[config.mk]
export PLATFORM = sky130hd
export DESIGN_NAME = prio_resource_arbiter
export DESIGN_NICKNAME = d
export VERILOG_FILES = /design/src/rtl/arb_pkg.sv /design/src/rtl/arb_fun_slot.sv /design/src/rtl/prio_resource_arbiter.sv
export SDC_FILE = /design/constraint.sdc
export NUM_CORES = 1
export LEC_CHECK = 0
export CORE_MARGIN = 4
export CORE_UTILIZATION = 35
export CTS_CLUSTER_DIAMETER = 100
export DETAILED_ROUTE_END_ITERATION = 10
export HOLD_SLACK_MARGIN = 0.08
export SYNTH_ARGS = -nofsm -noshare
export SYNTH_HDL_FRONTEND = slang
export SYNTH_SLANG_ARGS = --single-unit
[constraint.sdc]
create_clock -name clk -period 1.6 [get_ports clk]
set_input_delay 0.24 -clock clk [delete_from_list [all_inputs] [get_ports clk]]
set_output_delay 0.24 -clock clk [all_outputs]
set_load 0.005 [all_outputs]
[src/rtl/arb_pkg.sv]
// Shared types and width helpers for the priority resource arbiter.
// Widths never drop below 1 bit so degenerate parameter choices stay legal.
package arb_pkg;

  typedef enum logic [1:0] {
    S_FREE  = 2'd0,
    S_OWNED = 2'd1,
    S_GUARD = 2'd2
  } slot_state_t;

  localparam int PROF_INVALID = 0;

  function automatic int fun_w(input int n_fun);
    return (n_fun > 2) ? $clog2(n_fun) : 1;
  endfunction

  function automatic int ch_w(input int n_ch);
    return (n_ch > 2) ? $clog2(n_ch) : 1;
  endfunction

  function automatic int tmr_w(input int hold);
    return (hold > 0) ? $clog2(hold + 1) : 1;
  endfunction

endpackage

[src/rtl/arb_fun_slot.sv]
// One shared function: FREE/OWNED/GUARD ownership FSM, hold timer,
// round-robin tie pointer and profile-based winner selection.
module arb_fun_slot
  import arb_pkg::*;
#(
  parameter int N_CH        = 2,
  parameter int PRIO_W      = 2,
  parameter int HOLD_CYCLES = 0,
  parameter int PREEMPT     = 1,
  parameter int CW          = 1,
  parameter int TW          = 1
) (
  input  logic                     clk,
  input  logic                     rst_n,
  input  logic [N_CH*PRIO_W-1:0]   prof_i,
  input  logic [N_CH-1:0]          req_i,
  input  logic [N_CH-1:0]          rel_i,
  output logic [CW-1:0]            owner_o,
  output logic                     owned_o,
  output logic                     busy_o,
  output logic                     deny_o,
  output logic                     win_o,
  output logic [PRIO_W-1:0]        win_prof_o
);

  slot_state_t       r_state, w_state_next;
  logic [CW-1:0]     r_owner, w_owner_next;
  logic [CW-1:0]     r_rr, w_rr_next;
  logic [TW-1:0]     r_timer, w_timer_next;
  logic [CW-1:0]     w_win;
  logic [PRIO_W-1:0] w_win_prof, w_own_prof;
  logic              w_found, w_multi, w_own_rel, w_release;
  int                w_cnt, w_dist, w_best_dist;

  // Highest profile wins; among equals the smallest distance from r_rr wins.
  always_comb begin
    w_found     = 1'b0;
    w_win       = '0;
    w_win_prof  = '0;
    w_cnt       = 0;
    w_dist      = 0;
    w_best_dist = 0;
    for (int c = 0; c < N_CH; c++) begin
      if (req_i[c]) begin
        w_cnt  = w_cnt + 1;
        w_dist = (c >= int'(r_rr)) ? (c - int'(r_rr)) : (c + N_CH - int'(r_rr));
        if (!w_found || (prof_i[c*PRIO_W +: PRIO_W] > w_win_prof) ||
            ((prof_i[c*PRIO_W +: PRIO_W] == w_win_prof) && (w_dist < w_best_dist))) begin
          w_found     = 1'b1;
          w_win       = CW'(c);
          w_win_prof  = prof_i[c*PRIO_W +: PRIO_W];
          w_best_dist = w_dist;
        end
      end
    end
    w_multi = (w_cnt > 1);
  end

  always_comb begin
    w_own_prof = '0;
    w_own_rel  = 1'b0;
    for (int c = 0; c < N_CH; c++) begin
      if (r_owner == CW'(c)) begin
        w_own_prof = prof_i[c*PRIO_W +: PRIO_W];
        w_own_rel  = rel_i[c];
      end
    end
  end

  always_comb begin
    w_state_next = r_state;
    w_owner_next = r_owner;
    w_rr_next    = r_rr;
    w_timer_next = r_timer;
    w_release    = 1'b0;
    deny_o       = 1'b0;
    win_o        = 1'b0;
    case (r_state)
      S_FREE: begin
        if (w_found) begin
          w_state_next = S_OWNED;
          w_owner_next = w_win;
          w_timer_next = TW'(HOLD_CYCLES);
          w_rr_next    = (int'(w_win) == N_CH - 1) ? '0 : w_win + CW'(1);
          deny_o       = w_multi;
          win_o        = 1'b1;
        end
      end
      S_OWNED: begin
        if (r_timer != '0) w_timer_next = r_timer - TW'(1);
        // Timer value 1 means this edge is the last owned cycle.
        w_release = w_own_rel || (int'(w_own_prof) == PROF_INVALID) ||
                    ((HOLD_CYCLES > 0) && (r_timer <= TW'(1)));
        if (w_release) begin
          w_state_next = S_GUARD;
          w_owner_next = '0;
          w_timer_next = '0;
          deny_o       = w_found;
        end else if (w_found) begin
          if ((PREEMPT != 0) && (w_win_prof > w_own_prof)) begin
            w_owner_next = w_win;
            w_timer_next = TW'(HOLD_CYCLES);
            win_o        = 1'b1;
          end
          deny_o = 1'b1;
        end
      end
      S_GUARD: begin
        w_state_next = S_FREE;
        deny_o       = w_found;
      end
      default: w_state_next = S_FREE;
    endcase
  end

  always_ff @(posedge clk or negedge rst_n) begin
    if (!rst_n) begin
      r_state <= S_FREE;
      r_owner <= '0;
      r_rr    <= '0;
      r_timer <= '0;
    end else begin
      r_state <= w_state_next;
      r_owner <= w_owner_next;
      r_rr    <= w_rr_next;
      r_timer <= w_timer_next;
    end
  end

  assign owned_o    = (r_state == S_OWNED);
  assign busy_o     = (r_state != S_FREE);
  assign owner_o    = (r_state == S_OWNED) ? r_owner : '0;
  assign win_prof_o = w_win_prof;

endmodule

[src/rtl/prio_resource_arbiter.sv]
// Multi-channel function arbiter: button conditioning, request filtering,
// one ownership slot per function, conflict pulse and display profile.
module prio_resource_arbiter
  import arb_pkg::*;
#(
  parameter int N_CH        = 2,
  parameter int N_FUN       = 3,
  parameter int PRIO_W      = 2,
  parameter int HOLD_CYCLES = 0,
  parameter int PREEMPT     = 1,
  localparam int FW         = fun_w(N_FUN),
  localparam int CW         = ch_w(N_CH),
  localparam int TW         = tmr_w(HOLD_CYCLES)
) (
  input  logic                    clk,
  input  logic                    rst_n,
  input  logic [N_CH*PRIO_W-1:0]  prof_i,
  input  logic [N_CH*FW-1:0]      fun_sel_i,
  input  logic [N_CH-1:0]         req_i,
  input  logic [N_CH-1:0]         rel_i,
  output logic [N_CH*N_FUN-1:0]   grant_o,
  output logic [N_FUN-1:0]        busy_o,
  output logic [N_FUN*CW-1:0]     owner_o,
  output logic                    conflict_o,
  output logic                    prof_err_o,
  output logic [PRIO_W-1:0]       disp_prof_o
);

  logic r_rst_s1, r_rst_s2, w_rst_n;
  logic [N_CH-1:0] r_req_s1, r_req_s2, r_req_s3;
  logic [N_CH-1:0] r_rel_s1, r_rel_s2, r_rel_s3;
  logic [N_CH-1:0] w_req_evt, w_rel_evt, w_owns, w_req_ok;
  logic [N_FUN-1:0][CW-1:0]     w_owner;
  logic [N_FUN-1:0][PRIO_W-1:0] w_win_prof;
  logic [N_FUN-1:0] w_owned, w_deny, w_win;
  logic             r_conflict;
  logic [PRIO_W-1:0] r_disp, w_disp_next;

  // Reset asserts immediately and releases two edges after rst_n rises.
  always_ff @(posedge clk or negedge rst_n) begin
    if (!rst_n) begin
      r_rst_s1 <= 1'b0;
      r_rst_s2 <= 1'b0;
    end else begin
      r_rst_s1 <= 1'b1;
      r_rst_s2 <= r_rst_s1;
    end
  end
  assign w_rst_n = r_rst_s2;

  always_ff @(posedge clk or negedge w_rst_n) begin
    if (!w_rst_n) begin
      r_req_s1 <= '0;
      r_req_s2 <= '0;
      r_req_s3 <= '0;
      r_rel_s1 <= '0;
      r_rel_s2 <= '0;
      r_rel_s3 <= '0;
    end else begin
      r_req_s1 <= req_i;
      r_req_s2 <= r_req_s1;
      r_req_s3 <= r_req_s2;
      r_rel_s1 <= rel_i;
      r_rel_s2 <= r_rel_s1;
      r_rel_s3 <= r_rel_s2;
    end
  end
  assign w_req_evt = r_req_s2 & ~r_req_s3;
  assign w_rel_evt = r_rel_s2 & ~r_rel_s3;

  always_comb begin
    w_owns = '0;
    for (int f = 0; f < N_FUN; f++) begin
      for (int c = 0; c < N_CH; c++) begin
        if (w_owned[f] && (w_owner[f] == CW'(c))) w_owns[c] = 1'b1;
      end
    end
  end

  // A release from the same channel in the same cycle cancels its request.
  always_comb begin
    w_req_ok = '0;
    for (int c = 0; c < N_CH; c++) begin
      w_req_ok[c] = w_req_evt[c] && !w_rel_evt[c] && !w_owns[c] &&
                    (int'(prof_i[c*PRIO_W +: PRIO_W]) != PROF_INVALID) &&
                    (int'(fun_sel_i[c*FW +: FW]) < N_FUN);
    end
  end

  genvar gi, gj;
  generate
    for (gi = 0; gi < N_FUN; gi++) begin : g_slot
      logic [N_CH-1:0] w_sreq;

      always_comb begin
        w_sreq = '0;
        for (int c = 0; c < N_CH; c++) begin
          w_sreq[c] = w_req_ok[c] && (int'(fun_sel_i[c*FW +: FW]) == gi);
        end
      end

      arb_fun_slot #(
        .N_CH        (N_CH),
        .PRIO_W      (PRIO_W),
        .HOLD_CYCLES (HOLD_CYCLES),
        .PREEMPT     (PREEMPT),
        .CW          (CW),
        .TW          (TW)
      ) u_slot (
        .clk        (clk),
        .rst_n      (w_rst_n),
        .prof_i     (prof_i),
        .req_i      (w_sreq),
        .rel_i      (w_rel_evt),
        .owner_o    (w_owner[gi]),
        .owned_o    (w_owned[gi]),
        .busy_o     (busy_o[gi]),
        .deny_o     (w_deny[gi]),
        .win_o      (w_win[gi]),
        .win_prof_o (w_win_prof[gi])
      );

      assign owner_o[gi*CW +: CW] = w_owner[gi];

      for (gj = 0; gj < N_CH; gj++) begin : g_grant
        assign grant_o[gj*N_FUN + gi] = w_owned[gi] && (w_owner[gi] == CW'(gj));
      end
    end
  endgenerate

  // With several grants in one cycle the lowest function index is displayed.
  always_comb begin
    w_disp_next = r_disp;
    for (int f = N_FUN - 1; f >= 0; f--) begin
      if (w_win[f]) w_disp_next = w_win_prof[f];
    end
  end

  always_comb begin
    prof_err_o = 1'b1;
    for (int c = 0; c < N_CH; c++) begin
      if (int'(prof_i[c*PRIO_W +: PRIO_W]) != PROF_INVALID) prof_err_o = 1'b0;
    end
  end

  always_ff @(posedge clk or negedge w_rst_n) begin
    if (!w_rst_n) begin
      r_conflict <= 1'b0;
      r_disp     <= '0;
    end else begin
      r_conflict <= |w_deny;
      r_disp     <= w_disp_next;
    end
  end

  assign conflict_o  = r_conflict;
  assign disp_prof_o = r_disp;

endmodule

==> impl_metrics.py <==
metrics = {
    "placed_design": {
        "gp_congestion": 0.818,
        "io_buffers": 29,
        "dp_hpwl_um": 4410,
        "dp_cells": 394,
    },
    "critical_path": {
        "rrSetupSlack_ns": -2.82,
        "rr_startpoint": "g_slot[0].u_slot.r_state[0]",
        "worst-setup-path-type": "flip-flop to flip-flop",
        "crit_path_end_kind": "flip-flop",
        "worstPathRequired_ns": 1.78,
        "crit_path_max_fanout": 4,
        "reg2reg_depth": 20,
        "cp.arrival_ns": 4.59,
        "timing.rr.end": "disp_prof_o[1]",
        "critPathLaunchType": "flip-flop",
    },
    "global_route": {
        "antenna_found_initial": 0,
        "grt_overflow": 0,
        "grtUsageTotal_pct": 18.5,
        "grt_pass1_vias": 2257,
        "grt_pass1_wl_um": 10800,
        "grt_max_degree": 28,
    },
    "synth": {
        "synth_fp_nets": 266,
        "synthAdderAreaFrac_pct": 13.8,
        "synth.avg_cell_area_um2": 9.53,
        "synth_compound_area_share_pct": 21.7,
        "synthCells": 228,
        "synth.distinct_cells": 50,
        "yosys.area_share.simple_pct": 16.6,
        "synth_edf_count": 0,
        "yosys_most_used_dff": "dfrtp_1",
        "async_reset_ff_share_pct": 100,
        "ys_ff_latch": 29,
        "netlist_area_um2": 2170,
        "synth_top_family_by_area": "compound AO/OA/AOI/OAI gates",
        "yosysSeqAreaShare_pct": 33.4,
        "muxShareOfSynthArea_pct": 5.18,
        "synth-xor-area-share_pct": 0,
        "yosys_warnings": 0,
    },
    "routing": {
        "wire_per_inst_um": 16.5,
        "drt-initial-drc-count": 101,
        "wl_um": 7120,
        "drt_pass1_iterations": 5,
        "ant_nets": 0,
        "routed-via-count": 2182,
        "drc": 0,
        "vias_per_cell": 5.05,
    },
    "cells_and_area": {
        "fillers": 477,
        "final_nets": 394,
        "final_util_pct": 65.4,
        "synthToLayoutAreaGrowth_pct": 79.3,
        "layout-drive-gt1-share_pct": 59.9,
        "final_common_cell": "buf_4",
        "diodes": 0,
        "finalNonFillerCells": 432,
        "final_cell_mix": "buf_4 (82), buf_6 (32), dfrtp_1 (29)",
    },
    "floorplanning": {
        "initial_utilization_pct": 36.5,
        "die_y_um": 86.8,
        "die_x_um": 86.8,
        "fp.dieArea_um2": 7530,
        "io_pins": 30,
        "coreArea_um2": 5960,
        "rows": 28,
    },
    "timing": {
        "finalSetupViolCount": 23,
        "finClkSkew_ns": 0.00669,
        "fin_hold_ws_ns": 0.104,
        "finalSetupTns_ns": -23.07,
        "final-max-slew-violation-count": 0,
        "hold_viol_final": 0,
        "fin_ws_ns": -2.82,
        "timing.fmax_mhz": 226,
        "rsz0062_at_grt": "true",
        "fin_crit_sh_pct": 276,
        "period_needed_ns": 4.42,
    },
    "hold_path": {
        "hold_path.class": "input pin to async pin",
    },
    "status": {
        "violations": "negative setup slack",
        "status": "finished with violations",
    },
    "clocking": {
        "ctsRootBufferMaster": "clkbuf_8",
        "htreeDepth": 2,
        "cts_buffer_depth": 2,
        "clk_pin_slew_ns": 0.07,
        "cts_tree": "yes",
        "cts_buffers": 5,
        "numClockSinks": 29,
        "insertion_delay_ns": 0.29,
    },
    "power": {
        "ir_drop_uv": 690,
        "power_density_nw_per_um2": 1250,
        "leakagePower_uw": 0.00180,
    },
    "job": {
        "max-cap-violations": 0,
    },
}
## worst max-delay path by stage
stage                                      from             end  slack (ns)
finish              g_slot[0].u_slot.r_state[0]  disp_prof_o[1]       -2.82
global placement                      prof_i[0]  disp_prof_o[1]       -2.80
floorplan           g_slot[0].u_slot.r_state[0]  disp_prof_o[1]       -2.99
CTS                 g_slot[0].u_slot.r_state[0]  disp_prof_o[1]       -2.72
global route        g_slot[0].u_slot.r_state[0]  disp_prof_o[1]       -3.01
detailed placement                    prof_i[1]  disp_prof_o[1]       -2.94
## sequential cells by signal, indices dropped and copies added, names as in the netlist
name and count:
r_req_s2 2, g_slot.u_slot.r_rr 3, r_req_s1 2, r_rel_s2 2
r_rst_s1 1, r_rel_s1 2, r_rst_s2 1, disp_prof_o 2
r_rel_s3 2, g_slot.u_slot.r_owner 3, g_slot.u_slot.r_state 6, r_req_s3 2
conflict_o 1
## worst max-delay path, stage by stage (launching register included)
cell	delay [ns]
dfrtp_1	0.42
ha_4	0.17
nor2b_4	0.12
or4_4	0.55
nor4_4	0.21
nand2_1	0.10
ha_1	0.29
inv_2	0.05
a21oi_2	0.11
o32ai_2	0.10
o41a_2	0.40
a22oi_2	0.19
inv_2	0.07
ha_4	0.27
nor2b_4	0.15
a2bb2oi_2	0.18
nand3_2	0.11
a2bb2oi_4	0.18
o21ba_4	0.18
and3b_2	0.19
a211o_1	0.26
## cell type report
| class | count | area [um2] | share of cell area, % |
|---|---|---|---|
| multi-input combinational | 158 | 1690 | 43.3 |
| timing repair buffer | 135 | 1160 | 29.8 |
| sequential | 29 | 726 | 18.6 |
| inverter | 27 | 109 | 2.80 |
| tap | 75 | 93.8 | 2.41 |
| clock buffer | 6 | 82.6 | 2.12 |
| clock inverter | 2 | 37.5 | 0.964 |
## where the power goes
part	internal [uW]	switching, uW
Sequential	888	119
Combinational	1700	1340
Clock	506	315
Total	3090	1780
## stage by stage
| step | total power (uW) | instance area, um2 | setup WS, ns |
|---|---|---|---|
| after CTS | 4470 | 3620 | -2.72 |
| after floorplan | 2060 | 2220 | -2.99 |
| after global routing | 5190 | 3890 | -3.01 |
| final | 4870 | 3890 | -2.82 |
| after detailed placement | 3030 | 3080 | -2.94 |
| after global placement | 3000 | 3080 | -2.80 |
## layer usage
metal / track usage, % / vias to the layer above / wire length [um]
li1: - / 1056 / -
met1: 23.8 / 1061 / 3050
met2: 31.9 / 53 / 3630
met3: 3.90 / 12 / 321
met4: 3.97 / 0 / 115
met5: 0 / - / 0
## synthesized netlist by cell type, types with 2 or more instances
master / n / area share [%]
nor2_1: 8 / 1.4
mux2i_1: 9 / 4.1
and2_1: 5 / 1.4
buf_2: 2 / 0.46
nor2b_1: 5 / 1.4
dfrtp_1: 29 / 33
or2b_1: 2 / 0.69
or2_2: 3 / 0.86
o221ai_1: 3 / 1.2
nand3_1: 2 / 0.46
nor3_1: 3 / 0.69
a22oi_1: 8 / 2.8
nand2_1: 12 / 2.1
nand2b_1: 4 / 1.2
ha_1: 24 / 14
nor4_4: 2 / 2.0
a221oi_1: 3 / 1.2
a21o_1: 2 / 0.69
mux2_2: 2 / 1.0
a21oi_1: 21 / 4.8
nor3b_1: 2 / 0.69
and2_2: 2 / 0.69
clkbuf_1: 2 / 0.35
o21ai_0: 13 / 3.0
inv_1: 27 / 4.7
buf_4: 9 / 3.1
## timing repair
item                       in CTS  in global routing
pin swaps                      19                 24
gates resized for setup       123                 55
setup buffers                  26                 19
hold buffers                    0                  0
setup endpoints to repair      28                 27
## cell families after synthesis
| group | Yosys count |
|---|---|
| multiplexers | 11 |
| AO/OA/AOI/OAI | 66 |
| buffers and inverters | 41 |
| adder cells (fa/ha/maj) | 24 |
| flip-flops | 29 |
| other | 1 |
| AND/OR/NAND/NOR | 56 |
Power figures use the tool's default switching activity.
